$ cat config.mk
export PLATFORM = sky130hd
export DESIGN_NAME = debounce_scan_scheduler
export DESIGN_NICKNAME = d
export VERILOG_FILES = /design/src/rtl/debounce_scan_pkg.sv /design/src/rtl/rr_event_arbiter.sv /design/src/rtl/debounce_scan_scheduler.sv
export SDC_FILE = /design/constraint.sdc
export NUM_CORES = 1
export LEC_CHECK = 0
export ABC_AREA = 1
export BUFFER_PORTS_ARGS = -buffer_cell sky130_fd_sc_hd__buf_2
export CAP_MARGIN = 10
export CORE_ASPECT_RATIO = 2
export CORE_MARGIN = 2
export CORE_UTILIZATION = 29
export DETAILED_ROUTE_END_ITERATION = 10
export PLACE_DENSITY_LB_ADDON = 0.08
export SLEW_MARGIN = 20
export SYNTH_ARGS = -nofsm -noshare
export SYNTH_HDL_FRONTEND = slang
export SYNTH_SLANG_ARGS = --single-unit
export TNS_END_PERCENT = 20
$ cat constraint.sdc
create_clock -name i_clk -period 2.1 [get_ports i_clk]
set_input_delay 0.21 -clock i_clk [delete_from_list [all_inputs] [get_ports i_clk]]
set_output_delay 0.21 -clock i_clk [all_outputs]
set_load 0.03 [all_outputs]
$ cat src/rtl/debounce_scan_pkg.sv
// Shared types and width helpers for the debounce scan scheduler.
package debounce_scan_pkg;

  typedef enum logic [1:0] {
    S_WAIT   = 2'b00,
    S_SAMPLE = 2'b01,
    S_COMMIT = 2'b10
  } scan_state_t;

  // Index width that never collapses to zero bits.
  function automatic int idx_width(input int n);
    return (n > 1) ? $clog2(n) : 1;
  endfunction

endpackage

$ cat src/rtl/rr_event_arbiter.sv
// Round-robin picker draining a pending vector through a valid/ready port.
// The granted channel is registered, so it stays stable while the consumer stalls.
module rr_event_arbiter
  import debounce_scan_pkg::*;
#(
  parameter int N = 4,
  parameter int W = idx_width(N)
) (
  input  logic         clk,
  input  logic         rst_n,
  input  logic [N-1:0] pending,
  input  logic         ready,
  output logic         valid,
  output logic [W-1:0] ch,
  output logic [N-1:0] clear,
  output logic [W-1:0] last_granted
);

  logic [W-1:0] pick;
  logic [W-1:0] cand;
  logic         found;

  // First set pending bit searching upward from the channel after the last grant.
  always_comb begin
    pick  = '0;
    cand  = '0;
    found = 1'b0;
    for (int k = 1; k <= N; k++) begin
      cand = W'((int'(last_granted) + k) % N);
      if (!found && pending[cand]) begin
        found = 1'b1;
        pick  = cand;
      end
    end
  end

  // One-cycle clear strobe for the channel accepted this cycle.
  always_comb begin
    clear = '0;
    if (valid && ready) clear[ch] = 1'b1;
  end

  // Present a grant, hold it until accepted, then idle one cycle before re-arbitrating.
  always_ff @(posedge clk) begin
    if (!rst_n) begin
      valid        <= 1'b0;
      ch           <= '0;
      last_granted <= W'(N - 1);
    end else if (valid) begin
      if (ready) begin
        valid        <= 1'b0;
        last_granted <= ch;
      end
    end else if (found) begin
      valid <= 1'b1;
      ch    <= pick;
    end
  end

endmodule

$ cat src/rtl/debounce_scan_scheduler.sv
// Multi-channel button debouncer sharing one scan timer; committed level
// changes are queued as pending events and drained by a round-robin arbiter.
//
// state    | meaning
// S_WAIT   | idle until the next scan tick
// S_SAMPLE | compare synced input of channel idx with its level, update counter
// S_COMMIT | flip level if the counter reached the threshold, advance idx
module debounce_scan_scheduler
  import debounce_scan_pkg::*;
#(
  parameter int CHANNELS     = 4,
  parameter int TICK_DIV     = 1000,
  parameter int STABLE_TICKS = 8
) (
  input  logic                        i_clk,
  input  logic                        i_rst_n,
  input  logic [CHANNELS-1:0]         i_buttons,
  output logic [CHANNELS-1:0]         o_state,
  output logic                        o_event_valid,
  input  logic                        i_event_ready,
  output logic [$clog2(CHANNELS)-1:0] o_event_ch,
  output logic                        o_event_level,
  output logic                        o_overflow
);

  localparam int CH_W  = idx_width(CHANNELS);
  localparam int PS_W  = idx_width(TICK_DIV);
  localparam int CNT_W = idx_width(STABLE_TICKS + 1);

  logic [CHANNELS-1:0] sync1, sync2;
  logic [PS_W-1:0]     presc;
  logic                tick;
  scan_state_t         state, state_next;
  logic                sample_en, commit_en;
  logic [CH_W-1:0]     idx;
  logic [CNT_W-1:0]    cnt [CHANNELS];
  logic [CHANNELS-1:0] commit_set;
  logic [CHANNELS-1:0] pending;
  logic [CHANNELS-1:0] arb_clear;
  logic [CH_W-1:0]     last_granted_unused;

  // Two-flop synchronizer on the raw button levels.
  always_ff @(posedge i_clk) begin
    if (!i_rst_n) begin
      sync1 <= '0;
      sync2 <= '0;
    end else begin
      sync1 <= i_buttons;
      sync2 <= sync1;
    end
  end

  assign tick = (presc == PS_W'(TICK_DIV - 1));

  // Free-running scan-slot prescaler.
  always_ff @(posedge i_clk) begin
    if (!i_rst_n)  presc <= '0;
    else if (tick) presc <= '0;
    else           presc <= presc + 1'b1;
  end

  // Scan FSM state register.
  always_ff @(posedge i_clk) begin
    if (!i_rst_n) state <= S_WAIT;
    else          state <= state_next;
  end

  // Scan FSM next state and phase strobes.
  always_comb begin
    state_next = state;
    sample_en  = 1'b0;
    commit_en  = 1'b0;
    case (state)
      S_WAIT:   if (tick) state_next = S_SAMPLE;
      S_SAMPLE: begin
        sample_en  = 1'b1;
        state_next = S_COMMIT;
      end
      S_COMMIT: begin
        commit_en  = 1'b1;
        state_next = S_WAIT;
      end
      default:  state_next = S_WAIT;
    endcase
  end

  // Channel whose debounced level flips this cycle.
  always_comb begin
    commit_set = '0;
    if (commit_en && (cnt[idx] == CNT_W'(STABLE_TICKS))) commit_set[idx] = 1'b1;
  end

  // Stability counters, debounced levels and scan index.
  always_ff @(posedge i_clk) begin
    if (!i_rst_n) begin
      idx     <= '0;
      o_state <= '0;
      for (int i = 0; i < CHANNELS; i++) cnt[i] <= '0;
    end else begin
      if (sample_en) begin
        if (sync2[idx] == o_state[idx]) cnt[idx] <= '0;
        else                            cnt[idx] <= cnt[idx] + 1'b1;
      end
      if (commit_en) begin
        if (commit_set[idx]) cnt[idx] <= '0;
        o_state <= o_state ^ commit_set;
        idx     <= (idx == CH_W'(CHANNELS - 1)) ? '0 : idx + 1'b1;
      end
    end
  end

  // Pending events: a new commit wins over a same-cycle clear; re-setting an unconsumed bit is a lost event.
  always_ff @(posedge i_clk) begin
    if (!i_rst_n) begin
      pending    <= '0;
      o_overflow <= 1'b0;
    end else begin
      pending <= (pending & ~arb_clear) | commit_set;
      if (|(commit_set & pending & ~arb_clear)) o_overflow <= 1'b1;
    end
  end

  rr_event_arbiter #(
    .N (CHANNELS),
    .W (CH_W)
  ) u_arb (
    .clk          (i_clk),
    .rst_n        (i_rst_n),
    .pending      (pending),
    .ready        (i_event_ready),
    .valid        (o_event_valid),
    .ch           (o_event_ch),
    .clear        (arb_clear),
    .last_granted (last_granted_unused)
  );

  assign o_event_level = o_state[o_event_ch];

endmodule
==> results.cfg <==
[outcome]
status = finished clean

[global_route]
grt_use_total_pct = 14.2
grt_pass1_vias = 2198
grt_pass1_wl_mm = 10.7
grt_overflow_total = 0
antenna_found_initial = 0
grt_max_degree = 22

[synth]
syn_area_per_cell_um2 = 7.93
syn_area_um2 = 2620
ys_types = 35
synth_top_area_cell = dfxtp_1
synth-seq-area-share_pct = 47.3
syn_nets = 345
yosys_warnings = 0
ys_top_cells_by_area = dfxtp_1, edfxtp_1, nand2_1
synth_edf_count = 16
synthCells = 331
yosysMostFrequentCell = nand2_1
synthTopCellsByCount = nand2_1, inv_1, nor2_1
synth_top_cell_area_share_pct = 29.0
synth_seq_cells = 54
synthArstFlopShare_pct = 0
synth_flop_cell = dfxtp_1

[floorplanning]
die_h_um = 139
start_util_pct = 29.5
coreArea_um2 = 8890
ios = 16
rows = 49
dieArea_um2 = 9870
die_x_um = 71.3

[sta]
hold_slack_ns = 0.0900
setup_viol = 0
final_hold_viol_count = 0
finClkSkew_ns = 0.00285
tightestPinTransition_ns = 0.371
period_minus_slack_ns = 2.01
fin_crit_sh_pct = 95.8
timing.fmax_ghz = 0.497
final_max_slew_viol_count = 0
relSlewSlack_pct = 75.0
rsz0062_at_grt = yes

[route]
vias = 2173
viasPerCell = 4.66
drt_iter0_markers = 86
avgRoutedWirePerCell_um = 14.1
route.detailed.drc = 0
totalWireLength_mm = 6.55
ant_nets = 0
firstDrtPassIters = 4

[worst_setup_path]
cp-end-kind = flop
crit_path_max_fanout = 7
setup.worst_path.start_class = flop
cp.required_ns = 2.11
r2r_slack_ns = 0.09
r2r-end = cnt[1][2]$_SDFFCE_PN0P_
r2r_cells = 13
crit_type = flop to flop
crit_arrival_ns = 2.03

[final_layout]
nFillCells = 919
stdcell_count = 466
multi_input_comb_area_um2 = 1240
area_delta_synth_final_pct = 23.8
layout-drive-gt1-share_pct = 21.7
final_util_pct = 36.5
regArea_um2 = 1250
antennaDiodeCount = 0
nets = 377

[cts]
clkSinkCount = 54
cts.path.max_buffers = 2
worstSkewPairLatency_ns = 0.30
postCtsHoldBufs = 0
cts_max_level = 2
clk_transition_reported_paths_ns = 0.07
root_buffer = clkbuf_16
cts_tree = built
cts_made_buffers = 5

[min_path]
hold_class = primary input to flop
holdPathEnd = sync1[3]$_SDFF_PN0_
min-delay-start = i_buttons[3]
min_delay_path_depth = 3

[pwr]
power.leakage_nw = 1.38
p_per_area_nw_per_um2 = 806
irDropWorstVdd_v = 0.000529

[placed_design]
dp_hpwl_mm = 5.14
portBuffers = 15
gp_congestion = 0.770
dp_cells = 457

[run]
drv_cap = 0
-- worst max path at each step --
stage | end | startpoint | cells after the start
after CTS | cnt[3][3]$_DFFE_PP_ | cnt[1][0]$_SDFFCE_PN0P_ | 12
after global placement | cnt[1][0]$_SDFFCE_PN0P_ | flop | 13
after global routing | cnt[0][3]$_SDFFCE_PN0P_ | flop | 13
after detailed placement | cnt[1][3]$_SDFFCE_PN0P_ | cnt[1][0]$_SDFFCE_PN0P_ | 12
after floorplan | cnt[2][0]$_SDFFCE_PN0P_ | flop | 13
final | cnt[1][2]$_SDFFCE_PN0P_ | flop | 13
-- flip-flops by register name (all words and copies together), names as in the netlist, named ones only --
signal              count
sync2                   4
pending                 4
presc                  10
state                   2
sync1                   4
u_arb.last_granted      2
o_overflow              1
cnt                    16
idx                     2
u_arb.valid             1
o_state                 4
u_arb.ch                2
-- logic make-up after synthesis --
group           after synthesis  share of synthesized area, %
compound gates               47                          10.2
xor+xnor                      8                          2.67
fa+ha+maj                     7                          3.34
buf+inv                      64                          10.7
flops                        54                          47.3
simple gates                151                          25.8
-- metal layers --
layer	track usage, %	part of all wire (%)
met1	13.4	35
met2	28.2	61
met3	1.75	1.4
met4	7.25	3.2
met5	0	0
-- placed cells by master (no fill, tap or decap), drive strengths merged, types with 14 or more instances in the layout --
cell type	synthesis	layout
dfxtp	38	38
nor2	48	48
a21oi	14	14
inv	57	57
edfxtp	16	16
nand3	22	22
buf	4	32
nand2	61	61
o21ai	21	21
-- layout make-up --
class,count,area share (%)
repair buffers,32,6.70
inverters,57,6.74
flip-flops and latches,54,38.4
well taps,102,3.93
multi-input cells,213,38.3
clock inverters,1,0.924
clock buffers,7,5.05
-- repair_timing --
action                     in CTS  in global routing
setup endpoints to repair      16                 29
gates cloned                    0                  0
setup buffers                   0                  1
pin swaps                       0                 10
resized for setup               5                 43
-- worst max-delay path, stage by stage, from the launching register on --
cell and delay (ns):
dfxtp_4 0.37, buf_6 0.13, nand2_1 0.05, nand3_1 0.10, nand2_2 0.11, ha_4 0.14, nand2_4 0.05, nor2_4 0.13
nand4_1 0.10, nand3_1 0.10, nand3_2 0.10, nand2_4 0.15, nand3_4 0.10, nand2_4 0.09
-- metrics by stage --
| stage | setup WS [ns] | instance area, um2 | power (W) | TNS (ns) |
|---|---|---|---|---|
| after CTS | 0.00372 | 3090 | 0.00265 | 0 |
| after global placement | 0.00948 | 2890 | 0.00159 | 0 |
| after global routing | -0.0677 | 3250 | 0.00275 | -1.54 |
| final | 0.0883 | 3250 | 0.00262 | 0 |
| after detailed placement | -0.0246 | 2890 | 0.00159 | -0.316 |
| after floorplan | 0.106 | 2620 | 0.00148 | 0 |
-- report_power, final --
group	internal [W]	switching, W	leakage (nW)
Clock	0.000668	0.000383	0.0953
Combinational	0.000125	0.000254	0.814
Sequential	0.00113	0.0000610	0.475
No activity file was read; power rests on OpenSTA's default activity.
